===== src/rtl/decoder.sv =====
// Token-to-byte decoder: looks up each token id in a zero-terminated vocab table
// and streams the matching entry's bytes to consecutive output addresses.
module decoder #(
    parameter int ADDR_WIDTH = 4,
    parameter int DATA_WIDTH = 8
) (
    input  logic                  clk,
    input  logic                  rst_n,
    input  logic                  cs,
    input  logic [ADDR_WIDTH-1:0] tok_len,
    output logic [ADDR_WIDTH-1:0] ar,
    input  logic [DATA_WIDTH-1:0] tok_data,
    output logic [ADDR_WIDTH-1:0] av,
    input  logic [DATA_WIDTH-1:0] val_vocab,
    output logic [ADDR_WIDTH-1:0] ao,
    output logic [DATA_WIDTH-1:0] w_data,
    output logic                  w,
    output logic                  done,
    output logic                  err,
    output logic [3:0]            dbg_state_o
);

    typedef enum logic [3:0] {
        IDLE     = 4'd0,
        TOK_RD   = 4'd1,
        TOK_WAIT = 4'd2,
        SEEK_RD  = 4'd3,
        SEEK_CHK = 4'd4,
        COPY_RD  = 4'd5,
        COPY_CHK = 4'd6,
        DONE     = 4'd7,
        ERR      = 4'd8
    } state_t;

    state_t                state_q, state_d;
    logic [ADDR_WIDTH-1:0] len_q, len_d;
    logic [ADDR_WIDTH-1:0] ti_q, ti_d;
    logic [DATA_WIDTH-1:0] npv_q, npv_d;
    logic [ADDR_WIDTH-1:0] av_q, av_d;
    // Extra MSB records that the output pointer has run past the last address.
    logic [ADDR_WIDTH:0]   wptr_q, wptr_d;

    logic                  byte_is_term;
    logic                  av_last;
    logic                  wr_ovf;
    logic [DATA_WIDTH-1:0] npv_left;
    logic                  write_en;

    assign byte_is_term = (val_vocab == '0);
    assign av_last      = (av_q == {ADDR_WIDTH{1'b1}});
    assign wr_ovf       = wptr_q[ADDR_WIDTH];
    assign npv_left     = byte_is_term ? (npv_q - DATA_WIDTH'(1)) : npv_q;

    always_ff @(posedge clk or negedge rst_n) begin
        if (!rst_n) begin
            state_q <= IDLE;
            len_q   <= '0;
            ti_q    <= '0;
            npv_q   <= '0;
            av_q    <= '0;
            wptr_q  <= '0;
        end else begin
            state_q <= state_d;
            len_q   <= len_d;
            ti_q    <= ti_d;
            npv_q   <= npv_d;
            av_q    <= av_d;
            wptr_q  <= wptr_d;
        end
    end

    always_comb begin
        state_d = state_q;
        len_d   = len_q;
        ti_d    = ti_q;
        npv_d   = npv_q;
        av_d    = av_q;
        wptr_d  = wptr_q;
        unique case (state_q)
            IDLE: begin
                if (cs) begin
                    len_d   = tok_len;
                    ti_d    = '0;
                    wptr_d  = '0;
                    state_d = (tok_len == '0) ? DONE : TOK_RD;
                end
            end
            TOK_RD: state_d = TOK_WAIT;
            TOK_WAIT: begin
                // npv counts terminators still to skip before the wanted entry.
                npv_d   = tok_data;
                av_d    = '0;
                state_d = (tok_data == '0) ? COPY_RD : SEEK_RD;
            end
            SEEK_RD: state_d = SEEK_CHK;
            SEEK_CHK: begin
                npv_d = npv_left;
                av_d  = av_q + ADDR_WIDTH'(1);
                if (npv_left == '0) begin
                    state_d = COPY_RD;
                end else if (av_last) begin
                    state_d = ERR;
                end else begin
                    state_d = SEEK_RD;
                end
            end
            COPY_RD: state_d = COPY_CHK;
            COPY_CHK: begin
                if (byte_is_term) begin
                    ti_d    = ti_q + ADDR_WIDTH'(1);
                    state_d = (ti_q == len_q - ADDR_WIDTH'(1)) ? DONE : TOK_RD;
                end else if (av_last || wr_ovf) begin
                    state_d = ERR;
                end else begin
                    wptr_d  = wptr_q + (ADDR_WIDTH+1)'(1);
                    av_d    = av_q + ADDR_WIDTH'(1);
                    state_d = COPY_RD;
                end
            end
            DONE: if (!cs) state_d = IDLE;
            ERR:  if (!cs) state_d = IDLE;
            default: state_d = IDLE;
        endcase
    end

    always_comb begin
        write_en    = (state_q == COPY_CHK) && !byte_is_term && !av_last && !wr_ovf;
        w           = write_en;
        w_data      = write_en ? val_vocab : '0;
        ao          = write_en ? wptr_q[ADDR_WIDTH-1:0] : '0;
        ar          = (state_q == TOK_RD) ? ti_q : '0;
        av          = av_q;
        done        = (state_q == DONE);
        err         = (state_q == ERR);
        dbg_state_o = state_q;
    end

endmodule


===== config.mk =====
export PLATFORM = sky130hd
export DESIGN_NAME = decoder
export DESIGN_NICKNAME = d
export VERILOG_FILES = /design/src/rtl/decoder.sv
export SDC_FILE = /design/constraint.sdc
export NUM_CORES = 1
export LEC_CHECK = 0
export CORE_MARGIN = 2
export CORE_UTILIZATION = 45
export DETAILED_ROUTE_END_ITERATION = 16
export DONT_BUFFER_PORTS = 1
export HOLD_SLACK_MARGIN = 0.03
export PLACE_DENSITY = 0.64
export SYNTH_ARGS = -nofsm -noshare
export SYNTH_HDL_FRONTEND = slang
export SYNTH_SLANG_ARGS = --single-unit

===== constraint.sdc =====
create_clock -name clk -period 1.8 [get_ports clk]
set_input_delay 0.27 -clock clk [delete_from_list [all_inputs] [get_ports clk]]
set_output_delay 0.27 -clock clk [all_outputs]
set_load 0.005 [all_outputs]

Word level (Yosys, flattened, before mapping)

Cells that the tools add are included.

Bits of input ports: 23
Bits in read-only memories: 0
Bits in latches: 0
Memories: 0
Register bits after elaboration: 29
RAM bits: 0

Divide/modulo/power cells: 0
Order comparisons: 0
$mul: 0
Add/subtract/negate cells: 5
Mux-type cells: 25
Reduce and logical (&&, ||, !) cells: 21
Shifts and indexed selects: 0
Equal/unequal tests: 15
Bitwise operators: 0

Operators with widths:

| cell                | count |
|---|---|
| $mux 4              | 12 |
| $pmux 4 s8          | 1 |
| $logic_not 8->1     | 3 |
| $eq 4x3->1 const B  | 4 |
| $mux 8              | 2 |
| $pmux 8 s2          | 1 |
| $mux 5              | 3 |
| $pmux 4 s3          | 1 |
| $ne 2x2->1 const B  | 5 |
| $pmux 5 s2          | 1 |
| $mux 3              | 3 |
| $add 4x1->4 const B | 2 |
| $eq 4x2->1 const B  | 2 |
| $eq 4x4->1 const B  | 2 |
| $logic_not 4->1     | 2 |
| $pmux 4 s2          | 1 |
| $sub 8x1->8 const B | 1 |
| $reduce_and 3->1    | 2 |
| $add 5x1->5 const B | 1 |
| $eq 4x1->1 const B  | 1 |
| $eq 4x4->1          | 1 |
| $reduce_and 2->1    | 2 |
| $reduce_and 4->1    | 1 |
| $reduce_bool 2->1   | 2 |
| other kinds (6)     | 10 |

Longest topological paths before layout

Gate-level depths: netlist (run 1).

Depth in word-level cells: 6
Gate-level depth with buffers: 9
Gate-level depth less buffers: 7

Least setup slack after synthesis (run 1)

Ideal clock, no wire load.

Path type: reg-to-output
Start: register av_q[0], in the netlist av[0]
End: output w_data[4]
Setup slack: -0.088 ns
Data required time: 1.530 ns
Buffers on the path: 1
Cell stages (with the launch flop): 6
Arrival: 1.618 ns
Path through: dfrtp_1 > ha_1 > a31o_2 > a211oi_2 > buf_2 > and2_2

Word-level cells in the longest chain between the ends: 5

Ends and longest elaborated chain:

| what                           | RTL line | RTL |
|---|---|---|
| start, declared                | 39       | `logic [ADDR_WIDTH-1:0] av_q, av_d;` |
| start signal, assigned         | 67       | `av_q <= av_d;` |
| $eq 4x4->1                     | 50       | `assign av_last = (av_q == {ADDR_WIDTH{1'b1}});` |
| $logic_not 1->1                | 127      | `write_en = (state_q == COPY_CHK) && !byte_is_term && !av_last && !wr_ovf;` |
| $logic_and 1x1->1 (2 in a row) | 127      |  |
| via w                          | 17       | `output logic w,` |
| $mux 8                         | 129      | `w_data = write_en ? val_vocab : '0;` |
| end, declared                  | 16       | `output logic [DATA_WIDTH-1:0] w_data,` |

The timed path passes the listed nets, and every way through them passes these cells.

Worst setup path in the final report (run 1)

Start: register av_q[1], in the netlist av[1]
End: output ao[2]

Word-level cells in the longest chain between the ends: 5

Ends and longest elaborated chain:

| what                           | RTL line | RTL |
|---|---|---|
| $eq 4x4->1                     | 50       |  |
| $logic_not 1->1                | 127      |  |
| $logic_and 1x1->1 (2 in a row) | 127      |  |
| $mux 4                         | 130      | `ao = write_en ? wptr_q[ADDR_WIDTH-1:0] : '0;` |
| end, declared                  | 15       | `output logic [ADDR_WIDTH-1:0] ao,` |

Every way passes these cells.

==> results.yml, run 1 <==
outcome:
  status: "complete, but fails checks"
  violations: "setup timing"
global_route:
  grt_pass1_vias: 1874
  antenna_found_initial: 0
  grt_pass1_wl_um: 9059
  grt_max_degree: 30
  grt_use_total_pct: 22.29
  grt_overflow: 0
clocking:
  cts.reportedPaths.clkPinSlew_ns: 0.07
  numCtsBuffers: 5
  cts_tree: "yes"
  clock_latency_ns: 0.29
  htreeDepth: 2
  cts.sinks: 29
  cts_root_buf: "clkbuf_8"
  cts_buffer_depth: 2
critical_path:
  critPathArrivalTime_ns: 1.67
  r2r-end: "dbg_state_o[2]"
  worstPathRequired_ns: 1.53
  crit_buf_inv: 2
  reg2reg_setup_slack_ns: -0.02
  crit_type: "reg -> out"
  cp_slowest_cell: "dfrtp_1"
  cp_top_family: "compound AO/OA/AOI/OAI gates"
  slowest_delay_ns: 0.38
  r2r_start: "av[1]"
  startpoint_type: "register"
  reg2reg_depth: 9
  cp_max_fo: 11
  path_cells: "ha_2, a31o_4, a211oi_4, buf_6, buf_12, and2_4"
  crit_path_end_kind: "primary output"
  startpoint: "av[1]"
floorplan:
  design.core.area_um2: 4414
  initial_core_util_pct: 47.36
  die_y_um: 72.16
  dieArea_um2: 5207
  core.rowCount: 24
  io_pins: 50
  die_x_um: 72.16
logic_synthesis:
  synth.net_count: 262
  yosysMostFrequentCell: "nand2_1"
  async_flop_share_pct: 100.0
  synthTopCellsByArea: "dfrtp_1 35%, nand2_1 6.1%, and2_1 3.6%, nor2_1 3.1%, ha_1 3.0%"
  syn_area_per_cell_um2: 8.935
  ys_types: 58
  ys_ff_latch: 29
  synth_edf_count: 0
  yosys_warnings: 0
  synth_commonest_cells: "34 x nand2_1, 29 x dfrtp_1, 17 x nor2_1, 12 x and2_1, 8 x nand4_1"
  synthFlopType: "dfrtp_1"
  yosysTopAreaCell: "dfrtp_1"
  syn_inst: 234
  netlist.area_leader.share_pct: 34.71
  synth.yosys.seq_area_share_pct: 34.71
  netlist_area_um2: 2091
routing:
  routed-via-count: 1952
  routed_wl_um: 5597
  antenna_left: 0
  via_per_inst: 6.081
  wl_per_cell_um: 17.44
  drt_first_pass_iters: 4
  drt_iter0_markers: 153
  drc: 0
hold_path:
  worstHoldPathCells: 2
  hp-class: "in -> reg"
  min_from: "tok_len[3]"
  min_to: "len_q[3]"
pwr:
  irDropWorstVdd_mv: 0.7666
  p_leak_nw: 1.162
  power.density_nw_per_um2: 1386
layout:
  num-nets-final: 296
  syn_to_final_growth_pct: 31.00
  diodes: 0
  drive_gt1_share_pct: 34.57
  nFillCells: 358
  utilization_pct: 62.05
  fin_cells: 321
timing:
  layout_setup_ws_ns: -0.1391
  fin_crit_ns: 1.939
  slew_viol_final: 0
  grt_setup_unrepaired: "true"
  final_min_period_over_clock_period_pct: 107.7
  slew_headroom_pct: 73.69
  finClkSkew_ns: 0.009773
  worst_pin_slew_ns: 0.3911
  timing.fmax_mhz: 515.7
  finalHoldViolCount: 0
  setup_viol: 13
placement:
  place_congestion: 0.8912
  hpwlAfterDp_um: 3892
  io_buffers: 0
  dp.cells: 300
flow_run:
  max_cap_viol_count: 0
-- report_power, final --
group          switching (mW)  internal, mW
registers               0.305         0.865
clock network           0.266         0.550
logic                   0.874         0.936
-- registers in the layout (all words and copies together), names as in the netlist --
signal,cells
npv_q,8
wptr_q,5
av,4
dbg_state_o,4
len_q,4
ti_q,4
-- per-stage QoR --
stage	area, µm²	hold WS, ns	setup WS [ns]	total power [mW]	TNS (ns)
3_3_place_gp	2340	-0.02504	0.03716	2.648	0
6_report	2739	0.08430	-0.1391	3.796	-1.528
5_1_grt	2739	0.08624	-0.1849	4.067	-2.237
2_1_floorplan	2100	-0.02559	-0.006439	2.151	-0.006439
4_1_cts	2611	0.08124	-0.1444	3.606	-1.599
3_5_place_dp	2340	-0.02514	-0.05580	2.670	-0.05768
-- layer usage --
metal,vias to the layer above,wire length (µm),GRT usage (%)
met4,0,78,8.805
met1,936,2423,29.95
li1,932,-,-
met5,-,0,0
met3,7,445,6.111
met2,77,2648,34.15
-- kinds of logic (layout without fill, tap and decap cells) --
family / count (synthesis) / in the layout / synth area share [%]
XOR/XNOR: 13 / 13 / 5.446
AND/OR/NAND/NOR: 122 / 122 / 35.31
buffers and inverters: 18 / 53 / 3.591
adder cells (fa/ha/maj): 5 / 5 / 2.992
multiplexers: 5 / 5 / 2.394
AO/OA/AOI/OAI: 42 / 42 / 15.56
flip-flops: 29 / 29 / 34.71
-- placed cells by master, fill, tap and decap left out, types with 3 or more instances in the layout --
cell	n
and2_1	7
nand3_1	7
or3_1	3
buf_6	3
nand4_1	8
xor2_1	6
a21oi_1	3
dfrtp_1	24
o221a_2	4
nor3_1	3
inv_1	7
buf_4	29
or4_4	3
mux2i_1	4
xnor2_1	7
dfrtp_2	5
buf_12	4
nor2_1	16
and2_4	5
and3_1	7
clkbuf_8	5
nand2_1	34
o211ai_1	4
nor4_1	3
ha_1	3
o21ai_0	6
-- worst max path at each step --
stage                      to  slack (ns)  cells past startpoint
3_5_place_dp   dbg_state_o[1]       -0.06                      7
6_report                ao[2]       -0.14                      6
4_1_cts             w_data[6]       -0.14                      6
3_3_place_gp   dbg_state_o[1]        0.04                      7
2_1_floorplan       w_data[4]      -0.006                      5
5_1_grt                 ao[2]       -0.18                      6
-- repair_timing --
item,CTS,global route
resized for setup,10,23
endpoints found under the hold margin,29,0
gates cloned,1,0
pin swaps,0,12
hold buffers,2,0
setup endpoints to repair,15,28
buffers inserted,5,5
-- area by class of cell --
cell class / instances / area, µm² / share of cell area, %
repair buffers: 38 / 369.1 / 13.48
multi-input cells: 187 / 1413 / 51.58
inverters: 7 / 26.28 / 0.9593
clock buffers: 5 / 68.82 / 2.513
clock inverters: 3 / 65.06 / 2.376
well taps: 52 / 65.06 / 2.376
flip-flops and latches: 29 / 732.0 / 26.72
Power figures use the tool's default switching activity.
==> inputs of run 2 (changes only) <==
--- a/config.mk
+++ b/config.mk
@@ -5,6 +5,7 @@
 export SDC_FILE = /design/constraint.sdc
 export NUM_CORES = 1
 export LEC_CHECK = 0
+export ABC_CLOCK_PERIOD_IN_PS = 1800
 export CORE_MARGIN = 2
 export CORE_UTILIZATION = 45
 export DETAILED_ROUTE_END_ITERATION = 16
==> results of run 2 <==
Final layout, timing and power as in run 1 (identical DEF).
